==> config.mk <==
export PLATFORM = sky130hd
export DESIGN_NAME = framebuffer_arbiter
export DESIGN_NICKNAME = d
export VERILOG_FILES = /design/src/rtl/framebuffer_arbiter.sv
export SDC_FILE = /design/constraint.sdc
export NUM_CORES = 1
export LEC_CHECK = 0
export CAP_MARGIN = 20
export CORE_UTILIZATION = 56
export DETAILED_ROUTE_END_ITERATION = 6
export PLACE_DENSITY = 0.89
export REMOVE_ABC_BUFFERS = 1
export SLEW_MARGIN = 15
export SYNTH_ARGS = -nofsm -noshare
export SYNTH_HDL_FRONTEND = slang
export SYNTH_SLANG_ARGS = --single-unit
export TNS_END_PERCENT = 50
==> constraint.sdc <==
create_clock -name CLK -period 5.2 [get_ports CLK]
set_clock_uncertainty 0.2 [all_clocks]
set_input_delay 1.3 -clock CLK [delete_from_list [all_inputs] [get_ports CLK]]
set_output_delay 1.3 -clock CLK [all_outputs]
set_load 0.02 [all_outputs]
==> src/rtl/framebuffer_arbiter.sv <==
// Frame-buffer port arbiter: round-robin sharing of one pixel port between a CPU
// requester and a rectangle fill engine that scans in raster order.
module framebuffer_arbiter #(
    parameter int unsigned X_MAX = 159,
    parameter int unsigned Y_MAX = 119
) (
    input  logic        CLK,
    input  logic        RESET,
    input  logic        CPU_REQ,
    input  logic        CPU_WE,
    input  logic [14:0] CPU_ADDR,
    input  logic        CPU_WDATA,
    output logic        CPU_GNT,
    output logic        CPU_RDATA,
    output logic        CPU_RVALID,
    input  logic        FILL_START,
    input  logic [7:0]  FILL_X0,
    input  logic [7:0]  FILL_X1,
    input  logic [6:0]  FILL_Y0,
    input  logic [6:0]  FILL_Y1,
    input  logic        FILL_VALUE,
    input  logic        FILL_ABORT,
    output logic        FILL_BUSY,
    output logic        FILL_DONE,
    output logic [14:0] FB_ADDR,
    output logic        FB_DATA_IN,
    output logic        FB_WE,
    input  logic        FB_DATA_OUT
);

    localparam logic [7:0] X_LAST = 8'(X_MAX);
    localparam logic [6:0] Y_LAST = 7'(Y_MAX);

    typedef enum logic {
        ST_IDLE = 1'b0,
        ST_FILL = 1'b1
    } state_t;

    state_t      state_r;
    state_t      state_nxt_s;

    logic [7:0]  x0_r;
    logic [7:0]  x1_r;
    logic [7:0]  x_r;
    logic [6:0]  y1_r;
    logic [6:0]  y_r;
    logic        val_r;
    logic        last_cpu_r;

    logic [14:0] fb_addr_r;
    logic        fb_data_r;
    logic        fb_we_r;
    logic        cpu_gnt_r;
    logic        cpu_rvalid_r;
    logic        cpu_rdata_r;
    logic        fill_busy_r;
    logic        fill_done_r;
    logic        rd_pend1_r;
    logic        rd_pend2_r;

    logic [7:0]  x1_clip_s;
    logic [6:0]  y1_clip_s;
    logic        empty_s;
    logic        start_ok_s;
    logic        start_empty_s;
    logic        fill_req_s;
    logic        gnt_cpu_s;
    logic        gnt_fill_s;
    logic        last_pix_s;

    // Command decode, round-robin arbitration and next-state logic
    always_comb begin
        x1_clip_s     = (FILL_X1 > X_LAST) ? X_LAST : FILL_X1;
        y1_clip_s     = (FILL_Y1 > Y_LAST) ? Y_LAST : FILL_Y1;
        empty_s       = (FILL_X0 > x1_clip_s) || (FILL_Y0 > y1_clip_s);
        start_ok_s    = (state_r == ST_IDLE) && FILL_START && !empty_s;
        start_empty_s = (state_r == ST_IDLE) && FILL_START && empty_s;
        // An abort withdraws the fill from arbitration on the very edge it is seen.
        fill_req_s    = (state_r == ST_FILL) && !FILL_ABORT;
        last_pix_s    = (x_r == x1_r) && (y_r == y1_r);

        if (CPU_REQ && fill_req_s) begin
            gnt_cpu_s  = !last_cpu_r;
            gnt_fill_s = last_cpu_r;
        end else begin
            gnt_cpu_s  = CPU_REQ;
            gnt_fill_s = fill_req_s;
        end

        state_nxt_s = state_r;
        case (state_r)
            ST_IDLE: begin
                if (start_ok_s) begin
                    state_nxt_s = ST_FILL;
                end else begin
                    state_nxt_s = ST_IDLE;
                end
            end
            ST_FILL: begin
                if (FILL_ABORT) begin
                    state_nxt_s = ST_IDLE;
                end else if (gnt_fill_s && last_pix_s) begin
                    state_nxt_s = ST_IDLE;
                end else begin
                    state_nxt_s = ST_FILL;
                end
            end
            default: state_nxt_s = ST_IDLE;
        endcase
    end

    // FSM state register
    always_ff @(posedge CLK or negedge RESET) begin
        if (!RESET) begin
            state_r <= ST_IDLE;
        end else begin
            state_r <= state_nxt_s;
        end
    end

    // Fill rectangle latch and raster scan position
    always_ff @(posedge CLK or negedge RESET) begin
        if (!RESET) begin
            x0_r  <= 8'd0;
            x1_r  <= 8'd0;
            x_r   <= 8'd0;
            y1_r  <= 7'd0;
            y_r   <= 7'd0;
            val_r <= 1'b0;
        end else if (start_ok_s) begin
            x0_r  <= FILL_X0;
            x1_r  <= x1_clip_s;
            x_r   <= FILL_X0;
            y1_r  <= y1_clip_s;
            y_r   <= FILL_Y0;
            val_r <= FILL_VALUE;
        end else if (gnt_fill_s) begin
            if (x_r == x1_r) begin
                x_r <= x0_r;
                y_r <= y_r + 7'd1;
            end else begin
                x_r <= x_r + 8'd1;
            end
        end
    end

    // Frame-buffer port drive, grant/status pulses and round-robin pointer
    always_ff @(posedge CLK or negedge RESET) begin
        if (!RESET) begin
            fb_addr_r   <= 15'd0;
            fb_data_r   <= 1'b0;
            fb_we_r     <= 1'b0;
            cpu_gnt_r   <= 1'b0;
            fill_busy_r <= 1'b0;
            fill_done_r <= 1'b0;
            last_cpu_r  <= 1'b1;
        end else begin
            if (gnt_cpu_s) begin
                fb_addr_r <= CPU_ADDR;
                fb_data_r <= CPU_WDATA;
                fb_we_r   <= CPU_WE;
            end else if (gnt_fill_s) begin
                fb_addr_r <= {y_r, x_r};
                fb_data_r <= val_r;
                fb_we_r   <= 1'b1;
            end else begin
                fb_we_r   <= 1'b0;
            end
            if (gnt_cpu_s) begin
                last_cpu_r <= 1'b1;
            end else if (gnt_fill_s) begin
                last_cpu_r <= 1'b0;
            end
            cpu_gnt_r   <= gnt_cpu_s;
            fill_busy_r <= (state_nxt_s == ST_FILL);
            fill_done_r <= start_empty_s || (gnt_fill_s && last_pix_s);
        end
    end

    // CPU read return: RAM answers one cycle after the address, captured one cycle later
    always_ff @(posedge CLK or negedge RESET) begin
        if (!RESET) begin
            rd_pend1_r   <= 1'b0;
            rd_pend2_r   <= 1'b0;
            cpu_rvalid_r <= 1'b0;
            cpu_rdata_r  <= 1'b0;
        end else begin
            rd_pend1_r   <= gnt_cpu_s && !CPU_WE;
            rd_pend2_r   <= rd_pend1_r;
            cpu_rvalid_r <= rd_pend2_r;
            if (rd_pend2_r) begin
                cpu_rdata_r <= FB_DATA_OUT;
            end
        end
    end

    assign FB_ADDR    = fb_addr_r;
    assign FB_DATA_IN = fb_data_r;
    assign FB_WE      = fb_we_r;
    assign CPU_GNT    = cpu_gnt_r;
    assign CPU_RVALID = cpu_rvalid_r;
    assign CPU_RDATA  = cpu_rdata_r;
    assign FILL_BUSY  = fill_busy_r;
    assign FILL_DONE  = fill_done_r;

endmodule

==> results.cfg <==
[synth]
yosysWarningCount = 0
ys_seq_area_share_pct = 43.6
yosysUniqueCellTypes = 47
synth_top_flop_cell = dfrtp_1
syn-cell-area_mm2 = 0.00367
synth_edf_count = 0
synthCells = 368
avgSynthCellArea_um2 = 9.98
ys_ff_latch = 64
async_flop_share_pct = 100

[sta]
timing.final.crit_share_pct = 80.6
max_freq_ghz = 0.239
relSlewSlack_pct = 48.4
rsz0062_at_grt = no
setup_viol = 0
final_hold_viol_count = 0
fin_crit_ns = 4.19
setup_ws_ns = 1.01
drv_slew = 0
worst_pin_slew_ns = 0.771
fin_tns_setup_ns = 0

[worst_setup_path]
cp.depth = 11
path_common_cell = nor2_1
critPathRequiredTime_ns = 5.22
crit_fanout = 24
crit_path_start_kind = input pin
cp-startpoint = FILL_X1[7]
crit_chain = clkdlybuf4s50_1, inv_1, nor2_1, nor2_1, ha_1, and4_1, o21ai_0, a41oi_1, a211oi_4, buf_4, mux2_1
crit_path_end_kind = flip-flop
cp.arrival_ns = 4.21
crit_family = buffers and inverters
crit_slowest_cell = clkdlybuf4s50_1
critical_path_class = input pin to flip-flop
cp_num_buf_inv = 3
reg2reg_depth = 5
crit-reg2reg-launch = x_r[6]
slowest_delay_ns = 0.48

[hold_path]
worstHoldStart = rd_pend1_r
hold_depth = 0
min_path_type = flip-flop to flip-flop

[drt]
firstDrtPassIters = 4
drcViolationCount = 0
vias = 3015
drt_wl_total_mm = 8.71
wl_per_cell_um = 16.8
first_iter_violations = 255
vias_per_cell = 5.80
drt.antenna.violating_nets = 0

[die]
die-area_mm2 = 0.00689
die_h_um = 83.0
io_pins = 76
coreArea_mm2 = 0.00635
start_util_pct = 57.9
die_w_um = 83.0
fp-row-count = 29

[placement]
port_buffers = 75
gp_congestion = 0.848
place_hpwl_mm = 6.16
post-place-ws_ns = 0.748

[run_status]
outcome = complete, no violations

[global_route]
grt_pass1_wl_mm = 14.5
grt-ovfl-total = 0
met1_usage_pct = 37.2
antenna_found_initial = 0
grt_use_met2_pct = 40.3
grt-busiest-layer = met2
grt_pass1_vias = 2975
grt_max_degree = 47
gr-usage-met3_pct = 5.17
track_usage_pct = 26.7

[final_layout]
nNetsFinal = 508
layout-drive-gt1-share_pct = 6.09
syn_to_final_growth_pct = 26.5
layout_common_cells = 74 x clkdlybuf4s50_1, 63 x dfrtp_1, 41 x nor2_1, 23 x mux2_1, 22 x nor3_1
final_common_cell = clkdlybuf4s50_1
n_antenna_cell = 0

[power]
sw_frac_of_total_pct = 35.3
p_per_area_mw_per_mm2 = 401
p_sw_mw = 0.657
internal_power_mw = 1.21
peakVddDrop_v = 0.000200
power_frac_seq_pct = 43.7
combPwrFrac_pct = 33.0
clock_power_share_pct = 23.2
p_leak_nw = 1.94

[clock_network]
clock_latency_ns = 0.34
tritoncts = built
cts_buffer_depth = 2
clk_pin_slew_ns = 0.07
post_cts_resize_count = 0
cts_hold_buf = 0
root_buffer = clkbuf_8
cts_sinks = 64
numCtsBuffers = 9
postCtsSetupBuffers = 0
cts_max_level = 3

[job]
maxCapViolCount = 0
## layer usage
metal  share of wire (%)  wire (um)  vias to the layer above
met2                  47       4120                      106
li1                    -          -                     1440
met4                 1.8        157                        0
met5                   0          0                        -
met3                 5.5        482                       15
met1                  45       3950                     1454
## worst register-to-register path, delay by kind of cell (launching register included)
| kind | cells | cell delay, ns |
|---|---|---|
| xor+xnor | 1 | 0.18 |
| mux | 2 | 0.66 |
| simple gates | 2 | 1.22 |
| flops | 1 | 0.46 |
## layout make-up
type                       count  area (um2)
fill                         437        1700
tap                           77        96.3
clock buffer                  13         159
timing repair buffer          80         783
sequential                    64        1600
inverter                      21        78.8
multi-input combinational    262        1890
clock inverter                 3        40.0
## synthesized netlist by cell type, types with 6 or more instances
cell | number | area, um2
dfrtp_1 | 63 | 1580
nor2_1 | 41 | 154
mux2_1 | 23 | 259
nor3_1 | 22 | 110
inv_1 | 21 | 78.8
clkbuf_1 | 17 | 63.8
ha_1 | 16 | 200
nand2_1 | 16 | 60.1
nor3b_1 | 16 | 120
xor2_1 | 13 | 114
mux2i_1 | 12 | 120
o21ai_0 | 10 | 50.1
xnor2_1 | 10 | 87.6
nand3_1 | 9 | 45.0
nor2b_1 | 7 | 43.8
nand2b_1 | 6 | 37.5
nand4_1 | 6 | 37.5
nor4_1 | 6 | 37.5
## power by group through the flow
stage / clock network (mW) / logic, mW / registers (mW)
after global placement: 0 / 0.578 / 0.810
after CTS: 0.437 / 0.616 / 0.810
after floorplan: 0 / 0.359 / 0.813
final: 0.433 / 0.615 / 0.815
after global routing: 0.460 / 0.672 / 0.833
after detailed placement: 0 / 0.603 / 0.817
## through the flow
stage               hold WS, ns  std cells  util, %  cell area (um2)  total power, mW
floorplan                 0.131        347        -             3570             1.17
global placement          0.140        504     70.0             4450             1.39
detailed placement        0.142        504     70.0             4450             1.42
CTS                       0.157        520     73.2             4650             1.86
global route              0.169        520     73.2             4650             1.96
finish                    0.156        520     73.2             4650             1.86
## path summary, 6_finish.rpt
check / end / slack [ns]
worst max-delay path: x0_r[6] / 1.01
worst min-delay path: rd_pend2_r / 0.16
worst max register to register: y_r[1] / 2.36
worst min register to register: rd_pend2_r / 0.16
max in group asynchronous: x0_r[1] / 3.18
min in group asynchronous: FB_ADDR[11] / 0.69
## flip-flops by register name (all words and copies together), names as in the netlist, 7 cells and up
signal / flops
y1_r: 7
x_r: 8
x1_r: 8
FB_ADDR: 15
x0_r: 8
y_r: 7
## cells by family after synthesis
kind of cell	count (synthesis)	synth area share, %
flops	64	43.6
fa+ha+maj	16	5.45
simple gates	143	20.6
buf+inv	42	5.01
mux	37	10.9
xor+xnor	23	5.48
compound gates	43	8.92
No activity file was read; power rests on OpenSTA's default activity.
